$ cat config.mk
export PLATFORM = sky130hd
export DESIGN_NAME = noc_input_ctrl
export DESIGN_NICKNAME = d
export VERILOG_FILES = /design/src/rtl/noc_input_ctrl.sv
export SDC_FILE = /design/constraint.sdc
export NUM_CORES = 1
export LEC_CHECK = 0
export CAP_MARGIN = 20
export CORE_MARGIN = 2
export CORE_UTILIZATION = 35
export DETAILED_ROUTE_END_ITERATION = 10
export GPL_TIMING_DRIVEN = 0
export PLACE_DENSITY = 0.74
export SLEW_MARGIN = 10
export SYNTH_ARGS = -nofsm -noshare
export SYNTH_HDL_FRONTEND = slang
export SYNTH_SLANG_ARGS = --single-unit
$ cat constraint.sdc
create_clock -name clk_i -period 2.6 [get_ports clk_i]
set_input_delay 0.52 -clock clk_i [delete_from_list [all_inputs] [get_ports clk_i]]
set_output_delay 0.52 -clock clk_i [all_outputs]
set_load 0.03 [all_outputs]
$ cat src/rtl/noc_input_ctrl.sv
// Router input-port controller: drains the input FIFO, XY-routes each packet's head flit,
// requests a one-hot output port and streams the packet through a one-entry hold register.
module noc_input_ctrl #(
    parameter int DATA_W   = 8,
    parameter int COORD_W  = 2,
    parameter int ROUTER_X = 1,
    parameter int ROUTER_Y = 1
) (
    input  logic              clk_i,
    input  logic              rst_ni,
    input  logic [DATA_W-1:0] fifo_data_i,
    input  logic              fifo_empty_i,
    output logic              fifo_rd_en_o,
    output logic [4:0]        out_req_o,
    input  logic              out_grant_i,
    input  logic              out_ready_i,
    output logic [DATA_W-1:0] flit_o,
    output logic              flit_valid_o,
    output logic              drop_o
);

    typedef enum logic [1:0] {IDLE, REQ, FWD} state_t;

    localparam logic [4:0] PORT_L = 5'b00001;
    localparam logic [4:0] PORT_N = 5'b00010;
    localparam logic [4:0] PORT_E = 5'b00100;
    localparam logic [4:0] PORT_S = 5'b01000;
    localparam logic [4:0] PORT_W = 5'b10000;

    localparam logic [COORD_W-1:0] HERE_X = COORD_W'(ROUTER_X);
    localparam logic [COORD_W-1:0] HERE_Y = COORD_W'(ROUTER_Y);

    state_t              state_q, state_d;
    logic [4:0]          req_q, req_d;
    logic [DATA_W-1:0]   hold_q;
    logic                hold_v, pend_v;
    logic [1:0]          hold_type;
    logic                is_head, is_tail;
    logic [COORD_W-1:0]  dest_x, dest_y;
    logic [4:0]          route;
    logic                transfer, consume;
    logic [1:0]          occupancy;

    // Type encoding: bit 0 marks a head (01/11), bit 1 marks a tail (10/11).
    assign hold_type = hold_q[DATA_W-1 -: 2];
    assign is_head   = hold_type[0];
    assign is_tail   = hold_type[1];
    assign dest_x    = hold_q[2*COORD_W-1:COORD_W];
    assign dest_y    = hold_q[COORD_W-1:0];

    assign transfer  = (state_q == FWD) && hold_v && out_ready_i;
    assign consume   = transfer || ((state_q == IDLE) && hold_v && !is_head);

    // Hold and in-flight slots are mutually exclusive, so occupancy never exceeds one.
    assign occupancy = {1'b0, hold_v} + {1'b0, pend_v} - {1'b0, consume};

    // NOTE: gated by rst_ni so the read strobe is quiet while reset is held, even with data waiting.
    assign fifo_rd_en_o = rst_ni && !fifo_empty_i && (occupancy == 2'd0);

    assign out_req_o    = req_q;
    assign flit_o       = hold_q;
    assign flit_valid_o = (state_q == FWD) && hold_v;
    assign drop_o       = (state_q == IDLE) && hold_v && !is_head;

    // XY routing: resolve X first, then Y, otherwise deliver locally.
    always_comb begin
        route = PORT_L;
        if (dest_x > HERE_X)      route = PORT_E;
        else if (dest_x < HERE_X) route = PORT_W;
        else if (dest_y > HERE_Y) route = PORT_N;
        else if (dest_y < HERE_Y) route = PORT_S;
    end

    always_comb begin
        state_d = state_q;
        req_d   = req_q;
        case (state_q)
            IDLE: begin
                if (hold_v && is_head) begin
                    req_d   = route;
                    state_d = REQ;
                end
            end
            REQ: begin
                if (out_grant_i) state_d = FWD;
            end
            FWD: begin
                if (transfer && is_tail) begin
                    req_d   = '0;
                    state_d = IDLE;
                end
            end
            default: begin
                req_d   = '0;
                state_d = IDLE;
            end
        endcase
    end

    // NOTE: non-blocking assignments for all state so every register samples pre-edge values.
    always_ff @(posedge clk_i or negedge rst_ni) begin
        if (!rst_ni) begin
            state_q <= IDLE;
            req_q   <= '0;
            hold_q  <= '0;
            hold_v  <= 1'b0;
            pend_v  <= 1'b0;
        end else begin
            state_q <= state_d;
            req_q   <= req_d;
            pend_v  <= fifo_rd_en_o;
            if (pend_v) begin
                hold_q <= fifo_data_i;
                hold_v <= 1'b1;
            end else if (consume) begin
                hold_v <= 1'b0;
            end
        end
    end

endmodule

==> results.yml, run 1 <==
run_status:
  outcome: "finished, violations left"
  violations: "setup timing"
timing:
  rsz_0062_raised_after_global_routing: "true"
  max_clock_freq_mhz: 377
  finalSetupViolations: 1
  report.final.hold_viol_count: 0
  final_critical_path_setup_slack_ns: -0.0535
  period_minus_slack_ns: 2.65
  layout_worst_path_cycle_share: 1.02
  clock_skew_ns: 0.00430
  drv_slew: 0
  final.hold.worst_slack_ns: 0.293
  tightest_slew_ns: 0.779
  max_slew_margin: 0.480
layout:
  final_net_count: 116
  fraction_of_layout_instances_using_a_drive_strength_above_1: 0.273
  layout_overhead_on_the_synthesized_area_pct: 48.0
  diodes: 0
power:
  p_comb_frac: 0.583
  vdd_ir_drop_max_uv: 886
  power_per_cell_area_mw_per_mm2: 1280
  post_layout_total_power_w: 0.00158
  static-leakage-power_nw: 0.526
  pwr-share-seq: 0.330
  net-switching-power_w: 0.000681
  intPower_w: 0.000897
  p_clk_frac: 0.087
  p_sw_frac: 0.432
global_routing:
  grt_util_met2: 0.250
  grt-busiest-layer: "met2"
  gr-usage-all-layers: 0.155
  largest_net_degree_at_the_start_of_global_routing: 19
  grt_use_met3: 0.0371
  number_of_antenna_violations_at_the_first_check_in_global_routing: 0
  global_route.usage.met1: 0.204
  grt_first_pass_wirelength_mm: 3.09
  grt_pass1_vias: 650
  grt_overflow_total: 0
clock_network:
  clock_tree.buffer_depth: 2
  cts_root_buf: "sky130_fd_sc_hd__clkbuf_4"
  cts_max_level: 1
  worst_setup_hold_path_clk_slew_ns: 0.10
  insertion_delay_to_the_later_sink_of_the_worst_skew_pair_ns: 0.28
  cts_num_sinks: 17
  tritoncts: "yes"
  cts-buffers-inserted: 3
  cts-hold-fix-buffers: 0
detailed_routing:
  routed_wirelength_mm: 1.87
  drc_errors_left: 0
  num_vias: 634
  drt-initial-drc-count: 10
  final_antenna_net_count: 0
  avgViaCountPerCell: 4.99
  firstDrtPassIters: 4
  route.detailed.wl_per_inst_um: 14.7
die:
  core-area_mm2: 0.00223
  row_count: 17
  initial_utilization: 0.372
  dieWidth_um: 52.7
  die_height_um: 52.7
  area_of_the_die_mm2: 0.00278
  io_pins: 29
critical_path:
  r2r-end: "pend_v$_DFF_PN0_"
  cp_max_fo: 2
  regToRegSetupSlack_ns: 0.86
  crit_path_end_kind: "output port"
  critical_path.startpoint_type: "register"
  crit_required_ns: 2.08
  launching_point_of_the_worst_reg2reg_path: "state_q[1]$_DFFE_PN0P_"
  r2r_cells: 7
  worst_ep_arrival_time_ns: 2.13
  path_class: "register to output port"
hold_path:
  timing.hold.worst.class: "input port to async pin"
synthesis:
  yosys_warnings: 0
  yosys.area.top_type_share: 0.512
  post_synth_instance_area_um2: 831
  yosys_register_bits: 17
  synth-edff-count: 0
  synthFlopType: "sky130_fd_sc_hd__dfrtp_1"
  async_flop_share: 1.00
  netlist_instances: 66
  synth_fp_nets: 82
  distinct_cell_type_count_after_synthesis: 25
  synth_area_per_cell_um2: 12.6
  seq_area_frac_synth: 0.512
  synth_top_cells_by_area: "sky130_fd_sc_hd__dfrtp_1 51%, sky130_fd_sc_hd__mux2_2 11%, sky130_fd_sc_hd__mux2i_1 4.8%, sky130_fd_sc_hd__ha_1 4.5%, sky130_fd_sc_hd__a41oi_4 3.3%"
  synth_top_cells_by_count: "17 x sky130_fd_sc_hd__dfrtp_1, 8 x sky130_fd_sc_hd__mux2_2, 6 x sky130_fd_sc_hd__nand2_1"
  synth_area_leader_cell: "sky130_fd_sc_hd__dfrtp_1"
  top_count_cell_post_synth: "sky130_fd_sc_hd__dfrtp_1"
place:
  routabilityCongestion: 0.747
  hpwlAfterDp_mm: 1.36
  portBuffers: 28
run:
  cap_violations: 0
worst max path at each step:
| stage | startpoint | to | cells past startpoint |
|---|---|---|---|
| 2_1_floorplan | flit_o[6]$_DFFE_PN0P_ | fifo_rd_en_o | 7 |
| 3_3_place_gp | out_ready_i | fifo_rd_en_o | 9 |
| 3_5_place_dp | out_ready_i | fifo_rd_en_o | 9 |
| 4_1_cts | state_q[1]$_DFFE_PN0P_ | fifo_rd_en_o | 9 |
| 5_1_grt | state_q[1]$_DFFE_PN0P_ | fifo_rd_en_o | 8 |
| 6_report | state_q[1]$_DFFE_PN0P_ | fifo_rd_en_o | 8 |
worst max-delay path, cell delays in order (launching register included):
cell and delay, ns:
sky130_fd_sc_hd__dfrtp_1 0.42, sky130_fd_sc_hd__mux2i_2 0.16, sky130_fd_sc_hd__and2_1 0.17, sky130_fd_sc_hd__ha_1 0.28
sky130_fd_sc_hd__inv_2 0.04, sky130_fd_sc_hd__ha_4 0.16, sky130_fd_sc_hd__xor2_4 0.15, sky130_fd_sc_hd__nor4b_4 0.26
sky130_fd_sc_hd__buf_4 0.21
area by class of cell:
| class | instances | area (µm²) |
|---|---|---|
| repair buffers | 31 | 298 |
| flip-flops and latches | 17 | 428 |
| well taps | 28 | 35.0 |
| clock buffers | 4 | 26.3 |
| fillers | 212 | 1000 |
| multi-input cells | 43 | 428 |
| inverters | 4 | 15.0 |
state kept, by name, indices dropped and copies added, names as in the netlist:
register / flops
pend_v: 1
hold_v: 1
flit_o: 8
out_req_o: 5
state_q: 2
through the flow:
| stage | TNS, ns | util | worst slack [ns] | cell area [µm²] | instances |
|---|---|---|---|---|---|
| after floorplan | 0 | - | 0.150 | 846 | 66 |
| after global placement | -0.851 | 0.520 | -0.851 | 1160 | 122 |
| after detailed placement | -0.924 | 0.520 | -0.924 | 1160 | 122 |
| after CTS | -0.138 | 0.542 | -0.138 | 1210 | 127 |
| after global routing | -0.155 | 0.551 | -0.155 | 1230 | 127 |
| final | -0.0535 | 0.551 | -0.0535 | 1230 | 127 |
power by group through the flow:
| stage | clock [W] | combinational, W | sequential [W] |
|---|---|---|---|
| floorplan | 0 | 0.000369 | 0.000676 |
| global placement | 0 | 0.000834 | 0.000507 |
| detailed placement | 0 | 0.000857 | 0.000513 |
| CTS | 0.000145 | 0.000884 | 0.000518 |
| global route | 0.000156 | 0.000981 | 0.000545 |
| finish | 0.000137 | 0.000919 | 0.000521 |
routing by layer:
layer | routed length (µm) | vias up
li1 | - | 299
met1 | 849 | 316
met2 | 924 | 19
met3 | 90 | 0
met4 | 0 | 0
met5 | 0 | -
what timing repair did:
| item | 4_1_cts | 5_1_grt |
|---|---|---|
| resized for setup | 12 | 7 |
| setup endpoints to repair | 1 | 1 |
| pin swaps | 3 | 3 |
| setup buffers | 2 | 1 |
placed cells by master (no fill, tap or decap), drive strengths merged, types with 2 or more instances in the layout:
master	instances
inv	4
ha	3
nor2	3
buf	4
mux2i	4
and2	2
mux2	8
nand3	2
nand2	6
clkbuf	5
o21ai	2
dfrtp	17
clkdlybuf4s50	25
a32o	2
cell families (layout without fill, tap and decap cells):
group | count (synthesis) | count (layout) | share of synthesized area
simple gates | 21 | 21 | 0.161
flops | 17 | 17 | 0.512
mux | 12 | 12 | 0.157
compound gates | 6 | 6 | 0.0783
buf+inv | 6 | 39 | 0.0361
fa+ha+maj | 3 | 3 | 0.0452
xor+xnor | 1 | 1 | 0.0105
Note: power is estimated with default switching activity, not from simulation.
==> inputs of run 2 (changes only) <==
CORE_MARGIN = 5   (was 2)
HOLD_SLACK_MARGIN = 0.05   (was not set)
clock period = 3.1 ns   (was 2.6 ns; I/O delays follow)
==> results.yml, run 2 (synthesized netlist as in run 1, its figures left out) <==
run_status:
  outcome: "finished clean"
clock_network:
  cts-buffers-inserted: 3
  cts_max_level: 1
  clock_tree.buffer_depth: 2
  cts_root_buf: "sky130_fd_sc_hd__clkbuf_4"
  worst_setup_hold_path_clk_slew_ns: 0.10
  cts_num_sinks: 17
  cts-hold-fix-buffers: 0
  tritoncts: "yes"
  insertion_delay_to_the_later_sink_of_the_worst_skew_pair_ns: 0.29
power:
  pwr-share-seq: 0.355
  p_clk_frac: 0.094
  p_comb_frac: 0.551
  vdd_ir_drop_max_uv: 617
  post_layout_total_power_w: 0.00123
  net-switching-power_w: 0.000528
  static-leakage-power_nw: 0.514
  intPower_w: 0.000703
  power_per_cell_area_mw_per_mm2: 1050
  p_sw_frac: 0.429
global_routing:
  gr-usage-all-layers: 0.113
  grt_pass1_vias: 694
  grt_first_pass_wirelength_mm: 2.98
  number_of_antenna_violations_at_the_first_check_in_global_routing: 0
  grt_overflow_total: 0
  largest_net_degree_at_the_start_of_global_routing: 19
place:
  portBuffers: 28
  routabilityCongestion: 0.686
  placed_cells: 122
  detailedPlace.worstSlack_ns: -0.596
layout:
  diodes: 0
  fraction_of_layout_instances_using_a_drive_strength_above_1: 0.184
  final_cells: 126
  layout_common_cells: "26 x sky130_fd_sc_hd__clkdlybuf4s50_1, 17 x sky130_fd_sc_hd__dfrtp_1, 8 x sky130_fd_sc_hd__mux2_2"
  layout_overhead_on_the_synthesized_area_pct: 41.9
  layout_commonest_cell: "sky130_fd_sc_hd__clkdlybuf4s50_1"
  largest_register_ff_count: 8
  layout.core_utilization: 0.528
  final_net_count: 115
  fillCellCount: 195
timing:
  layout_worst_path_cycle_share: 0.953
  finalSetupViolations: 0
  period_minus_slack_ns: 2.95
  rsz_0062_raised_after_global_routing: "false"
  report.final.hold_viol_count: 0
  max_clock_freq_mhz: 339
  max_slew_margin: 0.476
  clock_skew_ns: 0.00429
  setup_tns_ns: 0
  tightest_slew_ns: 0.784
  drv_slew: 0
  final_critical_path_setup_slack_ns: 0.147
detailed_routing:
  num_vias: 630
  routed_wirelength_mm: 1.72
  drt-initial-drc-count: 10
  drc_errors_left: 0
  final_antenna_net_count: 0
  route.detailed.wl_per_inst_um: 13.6
  avgViaCountPerCell: 5.00
  firstDrtPassIters: 4
critical_path:
  worst_ep_arrival_time_ns: 2.33
  critical_path_cell_by_cell: "dlygate4sd2_1 > inv_1 > mux2i_1 > and2_1 > ha_1 > inv_1 > ha_1 > xor2_1 > nor4b_2 > buf_4"
  worst_path_max_delay_cell: "sky130_fd_sc_hd__dlygate4sd2_1"
  crit_path_end_kind: "output port"
  path_class: "input port to output port"
  critical_path.startpoint_type: "input port"
  crit_required_ns: 2.48
  crit_path_max_incr_delay_ns: 0.28
  cp_max_fo: 3
die:
  area_of_the_die_mm2: 0.00345
  die_height_um: 58.7
  initial_utilization: 0.372
  row_count: 17
  core-area_mm2: 0.00223
  dieWidth_um: 58.7
  io_pins: 29
run:
  cap_violations: 0
hold_path:
  timing.hold.worst.class: "register to register"
[run 2: power by group through the flow]
stage | clock network [W] | logic [W] | registers (W)
floorplan | 0 | 0.000293 | 0.000567
global placement | 0 | 0.000686 | 0.000427
detailed placement | 0 | 0.000700 | 0.000429
CTS | 0.000123 | 0.000707 | 0.000426
global route | 0.000134 | 0.000729 | 0.000457
finish | 0.000116 | 0.000679 | 0.000437
[run 2: worst max-delay path, delay by kind of cell]
kind,cells,cell delay (ns)
xor+xnor,1,0.17
fa+ha+maj,2,0.44
buf+inv,4,0.60
mux,1,0.07
simple gates,2,0.44
[run 2: final timing paths]
check / start / endpoint / slack (ns) / cells past startpoint
worst min register to register: flit_o[5]$_DFFE_PN0P_ / flit_o[5]$_DFFE_PN0P_ / 0.52 / 1
max in group asynchronous: rst_ni / flit_o[1]$_DFFE_PN0P_ / 1.83 / 1
worst max-delay path: out_ready_i / fifo_rd_en_o / 0.15 / 10
worst max register to register: hold_v$_DFFE_PN0P_ / pend_v$_DFF_PN0_ / 1.15 / 8
min in group asynchronous: rst_ni / flit_o[4]$_DFFE_PN0P_ / 0.78 / 1
worst min-delay path: flit_o[5]$_DFFE_PN0P_ / flit_o[5]$_DFFE_PN0P_ / 0.52 / 1
[run 2: stage by stage]
stage          hold WS, ns  cell area, µm²
2_1_floorplan        0.324             837
3_3_place_gp         0.489            1150
3_5_place_dp         0.500            1150
4_1_cts              0.523            1180
5_1_grt              0.538            1180
6_report             0.518            1180
[run 2: repair_timing]
action | 4_1_cts | 5_1_grt
buffers inserted | 1 | 0
pin swaps | 1 | 1
gates resized for setup | 8 | 0
setup endpoints to repair | 1 | 1
[run 2: area by class of cell]
type / count / area, µm² / area share
multi-input combinational: 43 / 382 / 0.324
tap: 28 / 35.0 / 0.0297
clock buffer: 4 / 26.3 / 0.0223
inverter: 4 / 15.0 / 0.0127
sequential: 17 / 425 / 0.361
timing repair buffer: 29 / 284 / 0.241
buffer: 1 / 11.3 / 0.00955
[run 2: routing by layer]
layer  global-route usage  up-vias  share of wire
li1                     -      302              -
met1                0.128      302           0.42
met2                0.183       24           0.48
met3               0.0548        2          0.093
met4               0.0388        0          0.011
met5                    0        -              0
